### config.mk
export PLATFORM = sky130hd
export DESIGN_NAME = hud_stats_counter
export DESIGN_NICKNAME = d
export VERILOG_FILES = /design/src/rtl/hud_pkg.sv /design/src/rtl/bcd_digit_adder.sv /design/src/rtl/hud_stats_counter.sv
export SDC_FILE = /design/constraint.sdc
export NUM_CORES = 1
export LEC_CHECK = 0
export ABC_AREA = 1
export BUFFER_PORTS_ARGS = -buffer_cell sky130_fd_sc_hd__buf_4
export CORE_MARGIN = 2
export CORE_UTILIZATION = 45
export CTS_CLUSTER_DIAMETER = 50
export DETAILED_ROUTE_END_ITERATION = 8
export MAX_ROUTING_LAYER = met4
export PLACE_DENSITY = 0.63
export SLEW_MARGIN = 30
export SYNTH_ARGS = -nofsm -noshare
export SYNTH_HDL_FRONTEND = slang
export SYNTH_SLANG_ARGS = --single-unit
### constraint.sdc
create_clock -name clk -period 10 [get_ports clk]
set_input_delay 2 -clock clk [delete_from_list [all_inputs] [get_ports clk]]
set_output_delay 2 -clock clk [all_outputs]
set_load 0.005 [all_outputs]
### src/rtl/hud_pkg.sv
// hud_pkg: shared types and constants for the HUD statistics engine.
//   hud_state_t   - game-phase FSM encoding
//   bcd_digit_t   - one BCD nibble (0..9)
//   BCD_MAX_DIGIT - largest legal BCD digit
//   LEVEL_FIRST   - level value loaded at reset / game start
//   clamp_amount  - limits a binary award to a single BCD digit
package hud_pkg;

    typedef enum logic [1:0] {
        IDLE      = 2'd0,
        COUNTDOWN = 2'd1,
        PLAY      = 2'd2,
        GAME_OVER = 2'd3
    } hud_state_t;

    typedef logic [3:0] bcd_digit_t;

    localparam bcd_digit_t BCD_MAX_DIGIT = 4'd9;
    localparam logic [7:0] LEVEL_FIRST   = 8'h01;

    // Awards above 9 are taken as 9 so the units adder never sees a non-BCD addend.
    function automatic bcd_digit_t clamp_amount(input logic [3:0] value);
        return (value > BCD_MAX_DIGIT) ? BCD_MAX_DIGIT : value;
    endfunction

endpackage

### src/rtl/bcd_digit_adder.sv
// bcd_digit_adder: combinational single-digit BCD adder.
//   a, b  - BCD digit operands (0..9)
//   cin   - decimal carry in
//   sum   - BCD result digit
//   cout  - decimal carry out
module bcd_digit_adder
    import hud_pkg::*;
(
    input  bcd_digit_t a,
    input  bcd_digit_t b,
    input  logic       cin,
    output bcd_digit_t sum,
    output logic       cout
);

    logic [4:0] raw;

    always_comb begin
        raw  = {1'b0, a} + {1'b0, b} + {4'b0000, cin};
        sum  = raw[3:0];
        cout = 1'b0;
        // Binary sum above 9 wraps by subtracting ten and carries into the next digit.
        if (raw > 5'd9) begin
            sum  = 4'(raw - 5'd10);
            cout = 1'b1;
        end
    end

endmodule

### src/rtl/hud_stats_counter.sv
// hud_stats_counter: game-statistics engine feeding the HUD digit packer.
// Holds lives, level, score and the pre-level countdown as BCD and runs the
// game-phase FSM (IDLE -> COUNTDOWN -> PLAY -> GAME_OVER).
//   clk, reset        - clock, synchronous active-high reset
//   startOfFrame      - per-frame tick, paces the countdown
//   gameStart         - start/restart request (IDLE, GAME_OVER only)
//   scoreAdd/Amount   - award pulse and its binary points (clamped to 9)
//   levelUp           - level complete pulse
//   lifeLost/lifeGain - life change pulses
//   *Display          - BCD outputs (lives 1, level 2, score 3, countdown 1 digit)
//   playing, goPulse, gameOver - phase flags, all registered
module hud_stats_counter
    import hud_pkg::*;
#(
    parameter int INIT_LIVES      = 3,
    parameter int MAX_LIVES       = 9,
    parameter int COUNTDOWN_START = 3,
    parameter int FRAMES_PER_SEC  = 60
) (
    input  logic        clk,
    input  logic        reset,
    input  logic        startOfFrame,
    input  logic        gameStart,
    input  logic        scoreAdd,
    input  logic [3:0]  scoreAmount,
    input  logic        levelUp,
    input  logic        lifeLost,
    input  logic        lifeGain,
    output logic [3:0]  livesDisplay,
    output logic [7:0]  levelDisplay,
    output logic [11:0] scoreDisplay,
    output logic [3:0]  countdownDisplay,
    output logic        playing,
    output logic        goPulse,
    output logic        gameOver
);

    localparam int         FCW          = $clog2(FRAMES_PER_SEC);
    localparam logic [FCW-1:0] FRAME_LAST = FCW'(FRAMES_PER_SEC - 1);
    localparam bcd_digit_t LIVES_INIT   = 4'(INIT_LIVES);
    localparam bcd_digit_t LIVES_MAX    = 4'(MAX_LIVES);
    localparam bcd_digit_t CD_START     = 4'(COUNTDOWN_START);

    hud_state_t      state_reg;
    bcd_digit_t      lives_reg;
    logic [7:0]      level_reg;
    logic [11:0]     score_reg;
    bcd_digit_t      countdown_reg;
    logic [FCW-1:0]  frame_reg;
    logic            playing_reg;
    logic            go_pulse_reg;
    logic            game_over_reg;

    // ---------------- score: three chained digit adders ----------------
    bcd_digit_t amount;
    bcd_digit_t score_d0, score_d1, score_d2;
    logic       score_c0, score_c1, score_c2;
    logic [11:0] score_next;

    assign amount = clamp_amount(scoreAmount);

    bcd_digit_adder u_score_units (
        .a(score_reg[3:0]),  .b(amount), .cin(1'b0),
        .sum(score_d0), .cout(score_c0)
    );
    bcd_digit_adder u_score_tens (
        .a(score_reg[7:4]),  .b(4'd0),   .cin(score_c0),
        .sum(score_d1), .cout(score_c1)
    );
    bcd_digit_adder u_score_hundreds (
        .a(score_reg[11:8]), .b(4'd0),   .cin(score_c1),
        .sum(score_d2), .cout(score_c2)
    );

    // A carry out of the hundreds digit means the true total passed 999.
    assign score_next = score_c2 ? 12'h999 : {score_d2, score_d1, score_d0};

    // ---------------- level: two-digit increment ----------------
    bcd_digit_t level_d0, level_d1;
    logic       level_c0, level_c1;
    logic [7:0] level_next;

    bcd_digit_adder u_level_units (
        .a(level_reg[3:0]), .b(4'd0), .cin(1'b1),
        .sum(level_d0), .cout(level_c0)
    );
    bcd_digit_adder u_level_tens (
        .a(level_reg[7:4]), .b(4'd0), .cin(level_c0),
        .sum(level_d1), .cout(level_c1)
    );

    assign level_next = level_c1 ? 8'h99 : {level_d1, level_d0};

    // Last life lost (and not cancelled by a simultaneous gain) ends the game
    // and takes priority over a same-cycle levelUp.
    logic lose_final;
    assign lose_final = lifeLost && !lifeGain && (lives_reg == 4'd1);

    // ---------------- FSM and statistics ----------------
    always_ff @(posedge clk) begin
        if (reset) begin
            state_reg     <= IDLE;
            lives_reg     <= LIVES_INIT;
            level_reg     <= LEVEL_FIRST;
            score_reg     <= 12'h000;
            countdown_reg <= CD_START;
            frame_reg     <= '0;
            playing_reg   <= 1'b0;
            go_pulse_reg  <= 1'b0;
            game_over_reg <= 1'b0;
        end else begin
            go_pulse_reg <= 1'b0;
            case (state_reg)
                IDLE, GAME_OVER: begin
                    if (gameStart) begin
                        state_reg     <= COUNTDOWN;
                        lives_reg     <= LIVES_INIT;
                        level_reg     <= LEVEL_FIRST;
                        score_reg     <= 12'h000;
                        countdown_reg <= CD_START;
                        frame_reg     <= '0;
                        playing_reg   <= 1'b0;
                        game_over_reg <= 1'b0;
                    end
                end
                COUNTDOWN: begin
                    if (startOfFrame) begin
                        if (frame_reg == FRAME_LAST) begin
                            frame_reg <= '0;
                            if (countdown_reg == 4'd1) begin
                                countdown_reg <= 4'd0;
                                state_reg     <= PLAY;
                                playing_reg   <= 1'b1;
                                go_pulse_reg  <= 1'b1;
                            end else begin
                                countdown_reg <= countdown_reg - 4'd1;
                            end
                        end else begin
                            frame_reg <= frame_reg + 1'b1;
                        end
                    end
                end
                PLAY: begin
                    if (scoreAdd) begin
                        score_reg <= score_next;
                    end
                    if (lose_final) begin
                        lives_reg     <= 4'd0;
                        state_reg     <= GAME_OVER;
                        playing_reg   <= 1'b0;
                        game_over_reg <= 1'b1;
                    end else begin
                        if (lifeGain && !lifeLost) begin
                            lives_reg <= (lives_reg >= LIVES_MAX) ? LIVES_MAX : lives_reg + 4'd1;
                        end else if (lifeLost && !lifeGain && lives_reg != 4'd0) begin
                            lives_reg <= lives_reg - 4'd1;
                        end
                        if (levelUp) begin
                            level_reg     <= level_next;
                            state_reg     <= COUNTDOWN;
                            countdown_reg <= CD_START;
                            frame_reg     <= '0;
                            playing_reg   <= 1'b0;
                        end
                    end
                end
                default: begin
                    state_reg <= IDLE;
                end
            endcase
        end
    end

    assign livesDisplay     = lives_reg;
    assign levelDisplay     = level_reg;
    assign scoreDisplay     = score_reg;
    assign countdownDisplay = countdown_reg;
    assign playing          = playing_reg;
    assign goPulse          = go_pulse_reg;
    assign gameOver         = game_over_reg;

endmodule

# After elaboration in Yosys (flattened, before gate mapping)
# Cells that the tools add are included.
# Widths: inputs -> output; s select.
# totals
ff_bits,39
inputBits,12
wordCells,122
# classes
n_addsub,14
magnitude_cmp,7
eq_ne,16
n_mux,55
bitwise,3
reduce_logical,18
# op_table
cell,n
$mux 4,16
$mux 12,3
$mux 8,4
$mux 6,5
$gt 5x4->1 const B,5
$pmux 12 s2,1
$sub 4x4->4 const B,5
$pmux 6 s3,1
$ne 2x2->1 const B,8
$pmux 8 s2,1
$add 4x1->5,3
$mux 1,13
$mux 2,6
$pmux 4 s3,1
$reduce_and 5->1,2
$reduce_and 3->1,3
$eq 4x1->1 const B,2
$pmux 4 s2,1
$reduce_and 4->1,2
$sub 4x1->4 const B,2
$add 6x1->6 const B,1
$eq 6x6->1 const B,1
$pmux 2 s3,1
$add 4x1->5 const B,1
other kinds (18),25

# Logic depth before layout (Yosys ltp)
# logic_depth
depth_word,14
ltp_mapped,25

# Modules after synthesis
# From an unflattened synthesis, not the netlist that was laid out.
# unflattened
hier_cells,565
area_unflattened_um2,3779.9
# by_module_without_submodules
module,n_inst,cells_per_inst,area_each_um2,seq_area_each_um2
hud_stats_counter,1,334,2285.9,780.7
bcd_digit_adder at u_score_tens ...,2,47,300.3,0.0
bcd_digit_adder at u_level_tens ...,2,45,299.0,0.0
bcd_digit_adder at u_score_hundreds,1,47,295.3,0.0

# Worst setup path after synthesis
# OpenSTA, ideal clock, no wires.
# synth_path
kind,input-to-reg
start,input port scoreAmount[2]
end,"register score_reg[0], in the netlist scoreDisplay[0]"
arrival_time_ps,5069
t_required_ps,9865
path_slack_ps,4796
cell_stages,23
path_buffers,0
path_cell_list,o21ai_0 > nand2_1 > ha_1 > inv_1 > fa_1 > xor2_1 > nand2_1 > nand3_2 > nand2_1 > ha_1 > ha_1 > xnor2_1 > nand2_1 > nand2_1 > nand2_1 > ha_1 > ha_1 > a21boi_0 > o21ai_0 > nand2_1 > inv_1 > o21ai_0 > a21oi_1
# synth_via
elab_chain_cells,14
word_cells_on_any_way,16
cone_classes,add/sub: 4; order compare: 4; mux: 8
# synth_rtl
element,line_no,rtl
from (decl),hud_stats_counter.sv:25,"input logic [3:0] scoreAmount,"
$gt 4x4->1,hud_pkg.sv:23,return (value > BCD_MAX_DIGIT) ? BCD_MAX_DIGIT : value;
$mux 4 *,hud_pkg.sv:23,
$add 4x4->5 *,bcd_digit_adder.sv:19,"raw = {1'b0, a} + {1'b0, b} + {4'b0000, cin};"
$gt 5x4->1,bcd_digit_adder.sv:23,if (raw > 5'd9) begin
$mux 1,bcd_digit_adder.sv:23,
$add 4x1->5,bcd_digit_adder.sv:19,
$gt 5x4->1,bcd_digit_adder.sv:23,
$mux 1,bcd_digit_adder.sv:23,
$add 4x1->5,bcd_digit_adder.sv:19,
$gt 5x4->1,bcd_digit_adder.sv:23,
$mux 1,bcd_digit_adder.sv:23,
$mux 12 *,hud_stats_counter.sv:76,"assign score_next = score_c2 ? 12'h999 : {score_d2, score_d1, score_d0};"
$mux 12 *,hud_stats_counter.sv:144,if (scoreAdd) begin
$pmux 12 s2 *,hud_stats_counter.sv:113,case (state_reg)
to (signal assigned),hud_stats_counter.sv:145,score_reg <= score_next;
to (decl),hud_stats_counter.sv:47,logic [11:0] score_reg;
# Every way passes the cells marked *; elsewhere a longest branch is shown, timed or not. The select of a mux whose other input is x is not followed.
# A chain may end at the register's enable or synchronous reset.

# Worst setup path after layout
# layout_path
start,input port scoreAmount[2]
end,"register score_reg[4], in the netlist scoreDisplay[4]"
# layout_via
elab_chain_cells,14
word_cells_on_any_way,16
cone_classes,add/sub: 4; order compare: 4; mux: 8
# layout_rtl
element,line_no
$gt 4x4->1,hud_pkg.sv:23
$mux 4 *,hud_pkg.sv:23
$add 4x4->5 *,bcd_digit_adder.sv:19
$gt 5x4->1 *,bcd_digit_adder.sv:23
$mux 1 *,bcd_digit_adder.sv:23
$add 4x1->5 *,bcd_digit_adder.sv:19
$gt 5x4->1,bcd_digit_adder.sv:23
$mux 1,bcd_digit_adder.sv:23
$add 4x1->5,bcd_digit_adder.sv:19
$gt 5x4->1,bcd_digit_adder.sv:23
$mux 1,bcd_digit_adder.sv:23
$mux 12 *,hud_stats_counter.sv:76
$mux 12 *,hud_stats_counter.sv:144
$pmux 12 s2 *,hud_stats_counter.sv:113
# Marked as above.

==> results.md <==
- The number of flops mapped to enable cells by yosys is 0.
- The worst hold path was traced through 2 stages.
- The overflow left after global routing is 0.
- Among all cell types in the netlist, the one instantiated most often is sky130_fd_sc_hd__nand2_1.
- The wire-length estimate of the detail-placed layout is roughly 4.5 mm.
- Setup repair after global routing left no endpoint under its margin.
- The count of endpoints failing hold in the final timing report is 0.
- The synthesized cell area is roughly 0.0027 mm².
- The final layout contains around 470 nets.
- Data on the critical path is required at its endpoint by around 10 ns.
- The length of the first detailed-routing pass in iterations is 4.
- After synthesis, the mean cell area works out to roughly 7 µm².
- Buffers inserted to repair hold after CTS numbered 0.
- The total leakage power is ~1.5 nW.
- The relative max-transition margin is 0.756.
- The completed layout was analyzed and its total power is 0.520 mW.
- The average vias per placed instance is 4.93.
- Summed over all nets, wire length on met3 after detailed routing comes to roughly 190 µm.
- The arrival time of data at the critical path endpoint is 5.61 ns.
- The total core area is between 0.005 and 0.006 mm².
- The fraction of the core area covered by cells at the end of the flow is 0.539.
- After synthesis the netlist holds a flip-flop and latch count of 39.
- Clock tree synthesis inserted a total of 5 buffers.
- The routed length per placed instance is approximately 11 µm.
- The register with the most flip-flops in the layout has 12 of them.
- Of all nets on the critical path, the largest fanout is 4.
- The detail route stage leaves a number of antenna-violating nets equal to 0.
- Entering global routing, the biggest net connects 30 pins.
- The number of antenna diodes in the final layout is 0.
- Signal routing reaches up to met4.
- The commonest register cell after synthesis is sky130_fd_sc_hd__dfxtp_1.
- The time the final worst path needs with I/O delays and setup is 5.46 ns.
- The initial standard-cell utilization of the core is 0.459.
- Static timing analysis puts the maximum clock frequency at approximately 0.18 GHz.
- The clock tree synthesis step divided the H-tree into 2 levels.
- The run finished with clean final reports.
- Summing over every cut layer, the via total after detailed routing is 2492.
- The routability-driven placement congestion ratio is 0.843.
- The synthesized instance count is between 300 and 400.
- The distinct cell type count of the synthesized netlist is 34.
- The routed length on met2 is 2.69 mm.
- In this run the horizontal extent of the chip is 81.0 µm.
- For this design the ratio of total power to cell area is about 170 mW/mm².
- The later-pin clock latency in the skew report is roughly 0.29 ns.
- In this run the tool buffered the top-level ports with 42 buffer cells.
- At the pin with the least slew margin, the transition time is 0.367 ns.
- The share of cells above drive strength 1 is 0.188.
- The share of synthesized flip-flops with an asynchronous set or reset is 0.
- The share of the Yosys chip area taken by registers is 0.292.
- The final total negative setup slack is 0 ns.
- The detailed-routing wirelength on met1 is 2.83 mm.
- The total wire length after detailed routing is approximately 5.7 mm.
- Across the run, the number of max-cap violations was 0.
- The overall die area is around 0.0066 mm².
- The worst setup path is of the input pin to flop kind.
- In the global route stage, overall resource usage came out at 0.198.
- IR analysis of the VDD net gives a maximum drop of between 0.00007 and 0.00008 V.
- TritonCTS built the clock tree.
- From synthesis to final layout, the design area changed by 17.3%.
- The tree built by TritonCTS fans out to 39 sinks.
- The top-level I/O count is between 40 and 50.
- The library cell with the largest summed area after synthesis is sky130_fd_sc_hd__dfxtp_1.
- After floorplanning, the core was divided into 28 placement rows.
- Post-CTS timing repair inserted 0 buffers for setup.
- The post-route DRC violation count is 0.
- The buffer levels on the longest clock path is 2.
- By area the synthesized netlist is led by sky130_fd_sc_hd__dfxtp_1 29%, sky130_fd_sc_hd__nand2_1 15%, sky130_fd_sc_hd__ha_1 12%.
- The worst setup path is launched from an input pin.
- The number of antenna violations at the first check in global routing was 0.
- The post-synthesis net count is between 400 and 500.
- The clock arrives with ~0.0082 ns of skew.
- The cell sitting at the root of the clock tree is a sky130_fd_sc_hd__clkbuf_8.
- The post-CTS clock slew at the launch and capture registers of the worst setup and hold paths is 0.08 ns.
- The worst setup path is captured at a flop.
- The worst hold-check path type is flop to flop.
- The quantity of gates resized following cts is 0.
- The commonest cells after synthesis are 106 x sky130_fd_sc_hd__nand2_1, 50 x sky130_fd_sc_hd__inv_1, 39 x sky130_fd_sc_hd__dfxtp_1, 33 x sky130_fd_sc_hd__a21oi_1, 25 x sky130_fd_sc_hd__ha_1.
- The total setup violations reported at the end of the flow is 0.
- The length in cells of the worst reg-to-reg path is 21.
- The count of final max-slew check failures is 0.
- From bottom edge to top edge, the die measures around 81 µm.
- The first global-routing pass estimated approximately 10 mm of wire.
- The final period utilization is 0.546.
- The share of the synthesized area in the top cell type is 0.292.
- The number of violations reported at the end of detailed-routing iteration 0 is around 110.
- The via count of the first global-routing pass is around 2300.
- The Yosys warning count is 0.
-- path summary, 6_finish.rpt --
check	from	end	slack, ns
setup / recovery	scoreAmount[2]	scoreDisplay[4]	4.54
hold / removal	gameOver	gameOver	0.48
setup reg to reg	scoreDisplay[0]	scoreDisplay[4]	6.15
hold reg to reg	gameOver	gameOver	0.48
-- report_power, final --
part           internal [mW]  switching, mW  leakage [nW]
clock                 0.0487         0.0541        0.0412
sequential             0.172         0.0182         0.316
combinational         0.0809          0.146          1.13
-- layer usage --
| layer | GRT usage | vias up |
|---|---|---|
| met4 | 0.0356 | 0 |
| met1 | 0.248 | 1118 |
| met3 | 0.0411 | 2 |
| li1 | - | 1333 |
| met5 | - | - |
| met2 | 0.333 | 39 |
-- per-stage QoR --
| stage | instance area, µm² | instances | worst slack, ns | hold slack, ns |
|---|---|---|---|---|
| after floorplan | 2670 | 386 | 4.80 | 0.454 |
| after global placement | 3050 | 497 | 4.46 | 0.454 |
| after detailed placement | 3050 | 497 | 4.28 | 0.461 |
| after CTS | 3130 | 505 | 4.56 | 0.477 |
| after global routing | 3130 | 505 | 4.00 | 0.515 |
| final | 3130 | 505 | 4.54 | 0.479 |
-- cells by family after synthesis --
kind of cell,share of synthesized area
XOR/XNOR,0.0230
AND/OR/NAND/NOR,0.327
AO/OA/AOI/OAI,0.143
adder cells (fa/ha/maj),0.125
flip-flops,0.292
buffers and inverters,0.0895
-- worst max-delay path: stages --
cell and delay (ns):
sky130_fd_sc_hd__buf_4 0.11, sky130_fd_sc_hd__o21ai_0 0.20, sky130_fd_sc_hd__nand2_1 0.14, sky130_fd_sc_hd__fa_1 0.44, sky130_fd_sc_hd__xor2_1 0.24, sky130_fd_sc_hd__nand2_1 0.13, sky130_fd_sc_hd__nand3_2 0.11, sky130_fd_sc_hd__nand2_1 0.09
sky130_fd_sc_hd__ha_1 0.23, sky130_fd_sc_hd__ha_1 0.22, sky130_fd_sc_hd__xnor2_1 0.26, sky130_fd_sc_hd__nand2_1 0.08, sky130_fd_sc_hd__nand2_1 0.09, sky130_fd_sc_hd__nand2_1 0.10, sky130_fd_sc_hd__ha_1 0.22, sky130_fd_sc_hd__ha_1 0.21
sky130_fd_sc_hd__a21boi_0 0.16, sky130_fd_sc_hd__o21ai_0 0.11, sky130_fd_sc_hd__nand2_1 0.14, sky130_fd_sc_hd__inv_1 0.09, sky130_fd_sc_hd__o21ai_0 0.16, sky130_fd_sc_hd__a21oi_1 0.08
-- cells in the final DEF (no fill, tap or decap), drive strengths merged, types with 5 or more instances in the layout --
cell and instances:
buf 42, ha 25, o21ai 22, a21oi 39, xnor2 5, clkbuf 6, nand3 29, nand4 5
inv 54, nand2 111, dfxtp 39, nor2 27
-- final cells by class --
type	count	area, µm²
flip-flops and latches	39	781
inverters	55	208
repair buffers	42	315
clock inverters	2	12.5
clock buffers	6	72.6
well taps	75	93.8
multi-input cells	286	1650
fillers	608	2680
Note: power is estimated with default switching activity, not from simulation.
